[src/rtl/canv_vram_arb.sv]
// VRAM port arbiter: the display fetch always wins, and the two system ports
// round-robin over the idle cycles. Read data returns through a tag pipeline matched to VRAM latency.
module canv_vram_arb #(
  parameter int ADDRW    = 14,
  parameter int WORD     = 32,
  parameter int VRAM_LAT = 1
) (
  input  logic               clk_pix,
  input  logic               rst_pix_n,
  input  logic               disp_req,
  input  logic [ADDRW-1:0]   disp_addr,
  output logic [WORD-1:0]    disp_data,
  output logic               disp_data_valid,
  input  logic [1:0]         s_valid,
  output logic [1:0]         s_ready,
  input  logic [1:0]         s_we,
  input  logic [2*ADDRW-1:0] s_addr,
  input  logic [2*WORD-1:0]  s_wdata,
  output logic [WORD-1:0]    s_rdata,
  output logic [1:0]         s_rvalid,
  output logic               vram_en,
  output logic               vram_we,
  output logic [ADDRW-1:0]   vram_addr,
  output logic [WORD-1:0]    vram_wdata,
  input  logic [WORD-1:0]    vram_rdata
);

  typedef enum logic [1:0] {
    SRC_DISP = 2'd0,
    SRC_P0   = 2'd1,
    SRC_P1   = 2'd2
  } src_e;

  typedef struct packed {
    logic valid;
    src_e src;
  } tag_t;

  logic             rr_q, rr_d;
  logic             grant_sys;
  logic             win_port;
  logic             vram_en_q, vram_en_d;
  logic             vram_we_q, vram_we_d;
  logic [ADDRW-1:0] vram_addr_q, vram_addr_d;
  logic [WORD-1:0]  vram_wdata_q, vram_wdata_d;
  src_e             cmd_src_q, cmd_src_d;
  tag_t             tag_q [VRAM_LAT];
  tag_t             tail;
  logic             disp_hit, p0_hit, p1_hit;
  logic [WORD-1:0]  disp_data_q;
  logic             disp_data_valid_q;
  logic [WORD-1:0]  s_rdata_q;
  logic [1:0]       s_rvalid_q;

  // Grant: display first, then a lone requester, then the rr choice.
  // NOTE: every always_comb output gets a default first so no path infers a latch.
  always_comb begin
    grant_sys = 1'b0;
    win_port  = 1'b0;
    if (!disp_req) begin
      case (s_valid)
        2'b01:   begin grant_sys = 1'b1; win_port = 1'b0; end
        2'b10:   begin grant_sys = 1'b1; win_port = 1'b1; end
        2'b11:   begin grant_sys = 1'b1; win_port = rr_q; end
        default: ;
      endcase
    end
    s_ready = 2'b00;
    // Ready is combinational, so it is gated here to keep it low while reset is held.
    if (grant_sys && rst_pix_n) s_ready[win_port] = 1'b1;
  end

  always_comb begin
    rr_d         = rr_q;
    vram_en_d    = disp_req | grant_sys;
    vram_we_d    = 1'b0;
    vram_addr_d  = vram_addr_q;
    vram_wdata_d = vram_wdata_q;
    cmd_src_d    = SRC_DISP;
    if (disp_req) begin
      vram_addr_d = disp_addr;
    end else if (grant_sys) begin
      rr_d        = ~win_port;
      vram_we_d   = s_we[win_port];
      vram_addr_d = win_port ? s_addr[ADDRW +: ADDRW] : s_addr[0 +: ADDRW];
      cmd_src_d   = win_port ? SRC_P1 : SRC_P0;
      if (s_we[win_port])
        vram_wdata_d = win_port ? s_wdata[WORD +: WORD] : s_wdata[0 +: WORD];
    end
  end

  always_comb begin
    tail     = tag_q[VRAM_LAT-1];
    disp_hit = tail.valid && (tail.src == SRC_DISP);
    p0_hit   = tail.valid && (tail.src == SRC_P0);
    p1_hit   = tail.valid && (tail.src == SRC_P1);
  end

  // NOTE: state registers use non-blocking assignments so every flop samples pre-edge values.
  always_ff @(posedge clk_pix or negedge rst_pix_n) begin
    if (!rst_pix_n) begin
      rr_q              <= 1'b0;
      vram_en_q         <= 1'b0;
      vram_we_q         <= 1'b0;
      vram_addr_q       <= '0;
      vram_wdata_q      <= '0;
      cmd_src_q         <= SRC_DISP;
      disp_data_q       <= '0;
      disp_data_valid_q <= 1'b0;
      s_rdata_q         <= '0;
      s_rvalid_q        <= 2'b00;
      // NOTE: the tag array is reset, unlike a data RAM, so pre-reset reads never return.
      for (int i = 0; i < VRAM_LAT; i++) tag_q[i] <= '0;
    end else begin
      rr_q         <= rr_d;
      vram_en_q    <= vram_en_d;
      vram_we_q    <= vram_we_d;
      vram_addr_q  <= vram_addr_d;
      vram_wdata_q <= vram_wdata_d;
      cmd_src_q    <= cmd_src_d;
      // Stage 0 mirrors the command now on the VRAM pins; the last stage lines up with vram_rdata.
      tag_q[0] <= '{valid: vram_en_q & ~vram_we_q, src: cmd_src_q};
      for (int i = 1; i < VRAM_LAT; i++) tag_q[i] <= tag_q[i-1];
      disp_data_valid_q <= disp_hit;
      s_rvalid_q        <= {p1_hit, p0_hit};
      if (disp_hit)          disp_data_q <= vram_rdata;
      if (p0_hit || p1_hit)  s_rdata_q   <= vram_rdata;
    end
  end

  assign vram_en         = vram_en_q;
  assign vram_we         = vram_we_q;
  assign vram_addr       = vram_addr_q;
  assign vram_wdata      = vram_wdata_q;
  assign disp_data       = disp_data_q;
  assign disp_data_valid = disp_data_valid_q;
  assign s_rdata         = s_rdata_q;
  assign s_rvalid        = s_rvalid_q;

endmodule

[config.mk]
export PLATFORM = sky130hd
export DESIGN_NAME = canv_vram_arb
export DESIGN_NICKNAME = d
export VERILOG_FILES = /design/src/rtl/canv_vram_arb.sv
export SDC_FILE = /design/constraint.sdc
export NUM_CORES = 1
export LEC_CHECK = 0
export CAP_MARGIN = 20
export CORE_UTILIZATION = 41
export DETAILED_ROUTE_END_ITERATION = 10
export PLACE_DENSITY = 0.88
export SLEW_MARGIN = 30
export SYNTH_ARGS = -nofsm -noshare
export SYNTH_HDL_FRONTEND = slang
export SYNTH_SLANG_ARGS = --single-unit
export TNS_END_PERCENT = 100
[constraint.sdc]
create_clock -name clk_pix -period 2.1 [get_ports clk_pix]
set_clock_uncertainty 0.05 [all_clocks]
set_input_delay 0.525 -clock clk_pix [delete_from_list [all_inputs] [get_ports clk_pix]]
set_output_delay 0.525 -clock clk_pix [all_outputs]
set_load 0.01 [all_outputs]
# Yosys cells after proc, flatten, opt, wreduce, memory -nomap -nowiden
# Cells that the tools add are included.
# word_totals
register_bits	121
in_bits	145
output_inout_bits	117
word_cells	53
# op_classes
magnitude_cmp	2
n_eq_ne	5
n_mux	18
n_bitwise	5
reduce_logical	11
# ops
operator	n
14-bit two-way mux	3
32-bit two-way mux	1
1-bit two-way mux	8
2-bit two-way mux	4
2-bit equality test, second input constant	3
1-bit logical AND	5
2-bit by 1-bit equality test with 1-bit output, second input constant	2
1-bit inverter	3
3-bit AND reduction	1
3-bit OR reduction	1
2-bit logical NOT	1
1-bit by 2-bit less-than comparator with 1-bit output, second input constant	1
1-bit case mux with 2 select lines	1
2-bit AND reduction	1
2-bit nonzero test	1
1-bit bitwise AND	1
1-bit demux with 1-bit select	1
1-bit >= comparator, second input constant	1
1-bit logical OR	1
1-bit bitwise OR	1

# Depth between registers and ports, before layout
# Gate-level depths: netlist of the first run.
# logic_depth
ltp_word	8
mapped_depth	7
depth_no_buf	4

# Worst setup path after synthesis of the first run
# OpenSTA, ideal clock, no wires.
# synth_timing
path_type	input -> output
from	in s_valid[1]
to	out s_ready[1]
t_arrival_ns	1.399
required_time_ns	1.525
setup_slack_ns	0.126
path_stages	6
path_buffers	3
path_cell_list	buf_2 > nand3b_4 > buf_6 > buf_8 > inv_1 > and2_1
# synth_via
elab_chain_cells	8
elab_cells_between_ends	15
# synth_lines
item	line	text
start: declaration	14	input logic [1:0] s_valid,
2-bit equality test	61	case (s_valid)
1-bit case mux with 2 select lines	61	
1-bit two-way mux	60	if (!disp_req) begin
1-bit by 2-bit less-than comparator with 1-bit output (not written as such) or 1-bit >= comparator (tied branches)	70	if (grant_sys && rst_pix_n) s_ready[win_port] = 1'b1;
1-bit logical AND (not written as such)	70	
1-bit two-way mux (not written as such)	70	
1-bit demux with 1-bit select	70	
2-bit two-way mux *	70	
end: declaration	15	output logic [1:0] s_ready,
# Mark *: on every way between the ends. The rest lies on a longest branch, timed or not.

# Worst setup path after layout of the first run
# layout_timing
from	in s_valid[0]
to	out s_ready[0]
# Same word-level chain as after synthesis.

==> impl_metrics.tcl, run 1 <==
set metrics [dict create \
    synth_most_common_cell "dfrtp_1" \
    drc 0 \
    numClockSinks 121 \
    async_reset_ff_share_pct 100 \
    fmax_mhz 486 \
    die_w_um 117 \
    fin_nets 787 \
    wl_per_cell_um 17.2 \
    clk_pin_slew_ps 50 \
    syn_to_final_growth_pct 64.5 \
    ys_ff_latch 121 \
    pre_cts_ws_ps -507 \
    cts_made_buffers 17 \
    htreeDepth 4 \
    drive_above_1_share_pct 28.1 \
    io_buffers 261 \
    antenna_found_initial 0 \
    drv_slew 0 \
    row_count 41 \
    die_h_um 117 \
    hpwl_um 10500 \
    start_util_pct 42.5 \
    grt_overflow 0 \
    cts_tree "built" \
    p_per_area_nw_per_um2 964 \
    clk_path_buf_depth 2 \
    yosys.area.top_type_share_pct 56.0 \
    antenna_left 0 \
    synth_cells 362 \
    arrival_ps 1480 \
    avgSynthCellArea_um2 14.9 \
    ys_seq_area_share_pct 56.0 \
    ys.flop_type "dfrtp_1" \
    status "completed" \
    grt_pass1_vias 4290 \
    slew_headroom_pct 55.7 \
    post_dp_cell_area_um2 8290 \
    timing.final.ws_setup_ps 44.4 \
    ys_warn_count 0 \
    end_kind "output port" \
    synth_edf_count 0 \
    path_max_fanout 3 \
    wl_um 14200 \
    power.leakage_nw 3.95 \
    core_um2 12700 \
    finalCritPeriodShare_pct 97.9 \
    first_iter_violations 186 \
    vias_per_cell 4.94 \
    yosysUniqueCellTypes 27 \
    die_area_um2 13700 \
    hold_viol 0 \
    cp.required_ps 1520 \
    finalSetupViolations 0 \
    synth_common_cells "121 x dfrtp_1, 70 x mux2_2, 58 x mux2_4" \
    vias 4082 \
    final_area_um2 8890 \
    worst_pin_slew_ps 664 \
    synth_nets 507 \
    max-vdd-ir-drop_mv 0.506 \
    grt_max_degree 122 \
    cts-root-buf "clkbuf_16" \
    min-delay-path-class "in -> async" \
    start_kind "primary input" \
    synth_top_area_cell "dfrtp_1" \
    globalplace.congestion 0.835 \
    ios 262 \
    dr.pass1.iters 4 \
    synth.area.top_cells "dfrtp_1 56%, mux2_4 16%, mux2_2 15%" \
    timing.setup.tns_ps 0 \
    period_needed_ps 2060 \
    track_usage_pct 20.9 \
    clk_latency_ps 400 \
    crit_type "in -> out" \
    netlist_area_um2 5410 \
    drv_cap 0 \
    antenna_cells 0 \
    grt_pass1_wl_um 21300 \
    whs_ps 180 \
]
final cells by class:
| class | instances | area, µm² |
|---|---|---|
| fill | 909 | 3830 |
| multi-input combinational | 218 | 2230 |
| clock inverter | 7 | 91.3 |
| timing repair buffer | 282 | 2830 |
| clock buffer | 24 | 492 |
| tap | 172 | 215 |
| inverter | 2 | 7.51 |
| sequential | 121 | 3030 |
layout by cell type, fill, tap and decap left out, types with 2 or more instances in the layout:
master           instances
a211oi_1                 6
and3b_1                  2
buf_12                   5
buf_4                   17
bufinv_16                2
clkbuf_1                 3
clkbuf_16               17
clkbuf_8                 4
clkdlybuf4s15_1          3
clkdlybuf4s50_1        255
clkinv_2                 3
dfrtp_1                121
dlygate4sd2_1            2
inv_1                    2
mux2_2                  70
mux2_4                  58
mux2i_1                  8
nand2_1                 25
nand3_1                  2
nor2_1                  16
nor2b_1                  7
o221ai_1                 8
o41ai_1                  6
layer usage:
metal  vias to the layer above  part of all wire (%)  track usage (%)
li1                       1852                     -                -
met1                      2010                    38             23.3
met2                       196                    52             36.6
met3                        24                   8.2             6.23
met4                         0                   2.5             10.3
met5                         -                     0                0
logic make-up after synthesis:
kind of cell / share of synthesized area (%)
compound gates: 3.24
xor+xnor: 0.162
simple gates: 5.41
flops: 56.0
mux: 32.2
buf+inv: 3.03
critical path: stages:
cell and delay [ps]:
clkdlybuf4s15_1 250, nor2_2 180, nor2_1 70, and3_1 170, dlygate4sd2_1 280
state kept, by name, summed over array words and instances (netlist names):
register and flops:
cmd_src_q 2, disp_data 32, disp_data_valid 1, rr_q 1
s_rdata 32, s_rvalid 2, tag_q 3, vram_addr 14
vram_en 1, vram_wdata 32, vram_we 1
final timing paths:
check | from | endpoint | slack (ps) | cells after the start
max reg2reg | rr_q$_DFFE_PN0P_ | vram_wdata[5]$_DFFE_PN0P_ | 280 | 6
max | s_valid[0] | s_ready[0] | 40 | 5
max in group asynchronous | rst_pix_n | disp_data[19]$_DFFE_PN0P_ | 1290 | 2
min in group clk_pix | cmd_src_q[1]$_DFF_PN0_ | tag_q[1]$_DFF_PN0_ | 300 | 0
min reg2reg | cmd_src_q[1]$_DFF_PN0_ | tag_q[1]$_DFF_PN0_ | 300 | 0
min | rst_pix_n | vram_addr[1]$_DFFE_PN0P_ | 180 | 2
metrics by stage:
stage / std cells / power, mW / utilization [%]
after global placement: 793 / 5.68 / 65.2
final: 826 / 8.57 / 69.9
after detailed placement: 793 / 5.77 / 65.2
after CTS: 825 / 8.67 / 69.8
after floorplan: 362 / 4.19 / -
after global routing: 826 / 8.95 / 69.9
report_power, final:
| group | switching, mW | internal (mW) |
|---|---|---|
| Clock | 0.981 | 1.86 |
| Sequential | 0.282 | 2.84 |
| Combinational | 0.911 | 1.70 |
timing repair:
item | 4_1_cts | 5_1_grt
pin swaps | 0 | 1
buffers inserted | 1 | 1
endpoints found under the setup margin | 2 | 2
resized for setup | 7 | 3
hold buffers | 0 | 0
(Power assumes the default switching activity.)
==> inputs of run 2 (changes only) <==
- CORE_ASPECT_RATIO: not set -> 0.9
==> impl_metrics.tcl, run 2 (synthesis results as in run 1) <==
set metrics [dict create \
    cp.required_ps 1520 \
    cp_num_cells 4 \
    vias_per_cell 4.93 \
    globalplace.congestion 0.794 \
    postCtsSetupBuffers 0 \
    gr-usage-met2_pct 37.2 \
    fmax_mhz 495 \
    fillers 877 \
    r2r_slack_ps 260 \
    drv_cap 0 \
    vias 4025 \
    row_count 39 \
    core_um2 12800 \
    start_util_pct 42.3 \
    r2r_cells 6 \
    power.leakage_nw 3.93 \
    clk_latency_ps 400 \
    numClockSinks 121 \
    crit_path_cell_trace "nand2b_4, nand3b_4, and3_1, clkdlybuf4s15_1" \
    arrival_ps 1450 \
    ios 262 \
    clk_path_buf_depth 2 \
    timing.setup.tns_ps 0 \
    hpwl_um 10200 \
    grtUsageMet1_pct 24.4 \
    cts_made_buffers 17 \
    whs_ps 291 \
    crit_start "rr_q$_DFFE_PN0P_" \
    grt_max_degree 71 \
    post_dp_cell_area_um2 8260 \
    antenna_cells 0 \
    crit_buf_inv 1 \
    io_buffers 261 \
    fin_nets 786 \
    cts_tree "built" \
    finalCritPeriodShare_pct 96.3 \
    cp_top_family "simple AND/OR/NAND/NOR gates" \
    holdBufCountCts 0 \
    cpPeakStageDelay_ps 390 \
    p_per_area_nw_per_um2 963 \
    wl_um 13900 \
    syn_to_final_growth_pct 63.3 \
    start_kind "register" \
    dp.cells 786 \
    r2r_end "vram_wdata[5]$_DFFE_PN0P_" \
    crit_end "s_ready[0]" \
    min-delay-path-class "in -> async" \
    end_kind "output port" \
    final_common_cell "clkdlybuf4s50_1" \
    die_w_um 123 \
    dr.pass1.iters 4 \
    use_met3_pct 6.48 \
    wl_per_cell_um 17.0 \
    hold_viol 0 \
    period_needed_ps 2020 \
    grt_pass1_wl_um 22000 \
    crit_type "reg -> out" \
    cts-root-buf "clkbuf_16" \
    htreeDepth 4 \
    busiest_layer "met2" \
    die_area_um2 13700 \
    drive_above_1_share_pct 28.2 \
    path_max_fanout 3 \
    first_iter_violations 149 \
    grt_overflow 0 \
    track_usage_pct 21.4 \
    crit_slowest_cell "dfrtp_1" \
    drc 0 \
    die_h_um 111 \
    antenna_left 0 \
    final_cells 817 \
    drv_slew 0 \
    status "completed" \
    grt_setup_unrepaired "no" \
    worst_pin_slew_ps 838 \
    antenna_found_initial 0 \
    layout_common_cells "255 x clkdlybuf4s50_1, 121 x dfrtp_1, 70 x mux2_2, 58 x mux2_4, 25 x nand2_1" \
    final_area_um2 8830 \
    grt_pass1_vias 4241 \
    max-vdd-ir-drop_mv 0.546 \
    slew_headroom_pct 44.2 \
    clk_pin_slew_ps 50 \
    finalSetupViolations 0 \
    rr_startpoint "rr_q$_DFFE_PN0P_" \
]
## run 2: changes by cell type in the layout (fill, tap and decap cells not counted)
cell             previous run  this run
clkdlybuf4s15_1             3         2
clkbuf_8                    4         0
bufinv_16                   2         3
clkinv_2                    3         6
clkbuf_2                    0         2
clkbuf_1                    3         4
dlygate4sd2_1               2         1
buf_4                      17        18
buf_12                      5         3
clkinv_4                    1         0
## run 2: worst min-delay path by stage
stage | end | start
2_1_floorplan | cmd_src_q[0]$_DFF_PN0_ | rst_pix_n
3_3_place_gp | tag_q[1]$_DFF_PN0_ | cmd_src_q[1]$_DFF_PN0_
3_5_place_dp | tag_q[1]$_DFF_PN0_ | cmd_src_q[1]$_DFF_PN0_
4_1_cts | vram_addr[4]$_DFFE_PN0P_ | rst_pix_n
5_1_grt | tag_q[1]$_DFF_PN0_ | cmd_src_q[1]$_DFF_PN0_
6_report | vram_wdata[7]$_DFFE_PN0P_ | rst_pix_n
## run 2: cell type report
cell class / instances / area, µm² / share of cell area [%]
inverters: 2 / 7.51 / 0.0850
clock buffers: 21 / 440 / 4.99
flip-flops and latches: 121 / 3030 / 34.3
repair buffers: 281 / 2790 / 31.6
well taps: 164 / 205 / 2.32
clock inverters: 10 / 128 / 1.45
multi-input cells: 218 / 2230 / 25.3
## run 2: power by group
group,switching [mW],total (mW),internal [mW]
logic,0.891,2.58,1.69
clock network,0.960,2.80,1.84
registers,0.279,3.12,2.84
total,2.13,8.50,6.37
## run 2: repair_timing
item,4_1_cts,5_1_grt
pin swaps,0,0
setup endpoints to repair,2,2
resized for setup,7,6
## run 2: routing by layer
metal  part of all wire (%)  routed length [µm]
met1                     39                5430
met2                     52                7210
met3                    7.7                1070
met4                    1.5                 214
met5                      0                   0
## run 2: through the flow
step | utilization, % | total power, mW | setup slack, ps
detailed placement | 64.6 | 5.74 | -537
CTS | 69.1 | 8.61 | 2.44
global route | 69.1 | 8.89 | 12.3
global placement | 64.6 | 5.66 | -476
floorplan | - | 4.19 | 126
finish | 69.1 | 8.50 | 77.8
==> inputs of run 3 (changes only) <==
- PLACE_DENSITY: 0.88 -> 0.81
==> impl_metrics.tcl, run 3 (synthesis results as in run 1) <==
set metrics [dict create \
    status "completed" \
    track_usage_pct 20.9 \
    crit_type "reg -> out" \
    wl_um 13700 \
    row_count 39 \
    max-vdd-ir-drop_mv 0.575 \
    cts_made_buffers 17 \
    syn_to_final_growth_pct 65.0 \
    clk_latency_ps 410 \
    finalCritPeriodShare_pct 93.1 \
    drc 0 \
    ios 262 \
    grt_pass1_vias 4320 \
    start_kind "register" \
    drv_slew 0 \
    slew_headroom_pct 59.5 \
    clk_path_buf_depth 2 \
    finalSetupViolations 0 \
    die_area_um2 13700 \
    path_max_fanout 4 \
    final_area_um2 8920 \
    fillers 916 \
    hold_viol 0 \
    cts-root-buf "clkbuf_16" \
    clk_pin_slew_ps 60 \
    wl_per_cell_um 16.8 \
    min-delay-path-class "in -> async" \
    numClockSinks 121 \
    grt_max_degree 118 \
    hpwl_um 10200 \
    fin_nets 786 \
    layout_common_cells "255 x clkdlybuf4s50_1, 121 x dfrtp_1, 70 x mux2_2, 58 x mux2_4, 25 x nand2_1" \
    final_cells 818 \
    dp.cells 783 \
    cp.required_ps 1520 \
    io_buffers 261 \
    crit_slowest_cell "dfrtp_1" \
    cpPeakStageDelay_ps 380 \
    dr.pass1.iters 4 \
    r2r_slack_ps 220 \
    p_per_area_nw_per_um2 983 \
    antenna_found_initial 0 \
    core_um2 12800 \
    grt_overflow 0 \
    antenna_cells 0 \
    end_kind "output port" \
    die_w_um 123 \
    vias 3993 \
    post_dp_cell_area_um2 8260 \
    grt_pass1_wl_um 21300 \
    die_h_um 111 \
    worst_pin_slew_ps 608 \
    start_util_pct 42.3 \
    cts_tree "built" \
    vias_per_cell 4.88 \
    globalplace.congestion 0.822 \
    fmax_mhz 512 \
    final_common_cell "clkdlybuf4s50_1" \
    htreeDepth 4 \
    drive_above_1_share_pct 28.6 \
    arrival_ps 1380 \
    drv_cap 0 \
    first_iter_violations 185 \
    cp_top_family "simple AND/OR/NAND/NOR gates" \
    crit_buf_inv 2 \
    grt_setup_unrepaired "no" \
    crit_path_cell_trace "nand2b_4, nand3b_4, inv_1, and2_1, clkbuf_2" \
    period_needed_ps 1950 \
    antenna_left 0 \
    power.leakage_nw 3.96 \
]
run 3: cell count changes in the layout (fill, tap and decap cells not counted):
cell,previous run,this run
dlygate4sd3_1,0,1
buf_12,3,5
bufinv_16,3,4
buf_4,18,15
clkinv_4,0,2
clkinvlp_4,1,3
clkdlybuf4s15_1,2,1
inv_6,0,3
dlygate4sd2_1,1,2
clkbuf_1,4,1
clkbuf_8,0,1
clkinv_2,6,1
run 3: path summary, 6_finish.rpt:
check                                             from                        end  cells past startpoint
worst max-delay path                  rr_q$_DFFE_PN0P_                 s_ready[1]                      5
worst min-delay path                         rst_pix_n   vram_addr[0]$_DFFE_PN0P_                      2
worst max register to register        rr_q$_DFFE_PN0P_  vram_wdata[4]$_DFFE_PN0P_                      6
worst min register to register  cmd_src_q[1]$_DFF_PN0_         tag_q[1]$_DFF_PN0_                      0
max in group asynchronous                    rst_pix_n   vram_addr[9]$_DFFE_PN0P_                      2
min in group clk_pix            cmd_src_q[1]$_DFF_PN0_         tag_q[1]$_DFF_PN0_                      0
run 3: metal layers:
layer / share of wire (%) / vias to the layer above / track usage [%]
met1: 40 / 1937 / 23.4
met3: 8.0 / 22 / 7.10
met2: 51 / 179 / 36.8
li1: - / 1855 / -
met5: 0 / - / 0
met4: 1.6 / 0 / 6.99
run 3: cell type report:
cell class / instances / area (µm²) / share of cell area, %
clock buffers: 19 / 443 / 4.96
clock inverters: 13 / 191 / 2.15
inverters: 2 / 7.51 / 0.0842
multi-input cells: 218 / 2230 / 25.0
flip-flops and latches: 121 / 3030 / 33.9
well taps: 164 / 205 / 2.30
repair buffers: 281 / 2810 / 31.5
run 3: what timing repair did:
item                                   4_1_cts  5_1_grt
resized for setup                            8        4
setup endpoints to repair                   16        2
gates cloned                                 0        0
hold buffers                                 1        0
endpoints found under the hold margin        4        0
buffers inserted                             2        0
run 3: report_power, final:
| group | internal (mW) | switching (mW) | total (mW) |
|---|---|---|---|
| clock | 2.03 | 1.04 | 3.07 |
| sequential | 2.84 | 0.273 | 3.11 |
| combinational | 1.70 | 0.890 | 2.59 |
| total | 6.56 | 2.21 | 8.77 |
run 3: per-stage QoR:
step                      setup TNS (ps)  hold WS, ps  power (mW)  util [%]  worst slack (ps)
after floorplan                        0          179        4.19         -               126
after detailed placement          -14300          285        5.74      64.6              -544
after CTS                              0          208        8.87      69.8              3.98
after global routing                   0          234        9.20      69.8              68.9
after global placement            -11930          293        5.67      64.6              -520
final                                  0          176        8.77      69.8               146
run 3: worst reg2reg max path: stages, from the launching register on:
cell and delay (ps):
dfrtp_1 380, nand2b_4 160, nand3b_4 90, buf_4 210
buf_12 240, mux2_2 370, mux2_2 260
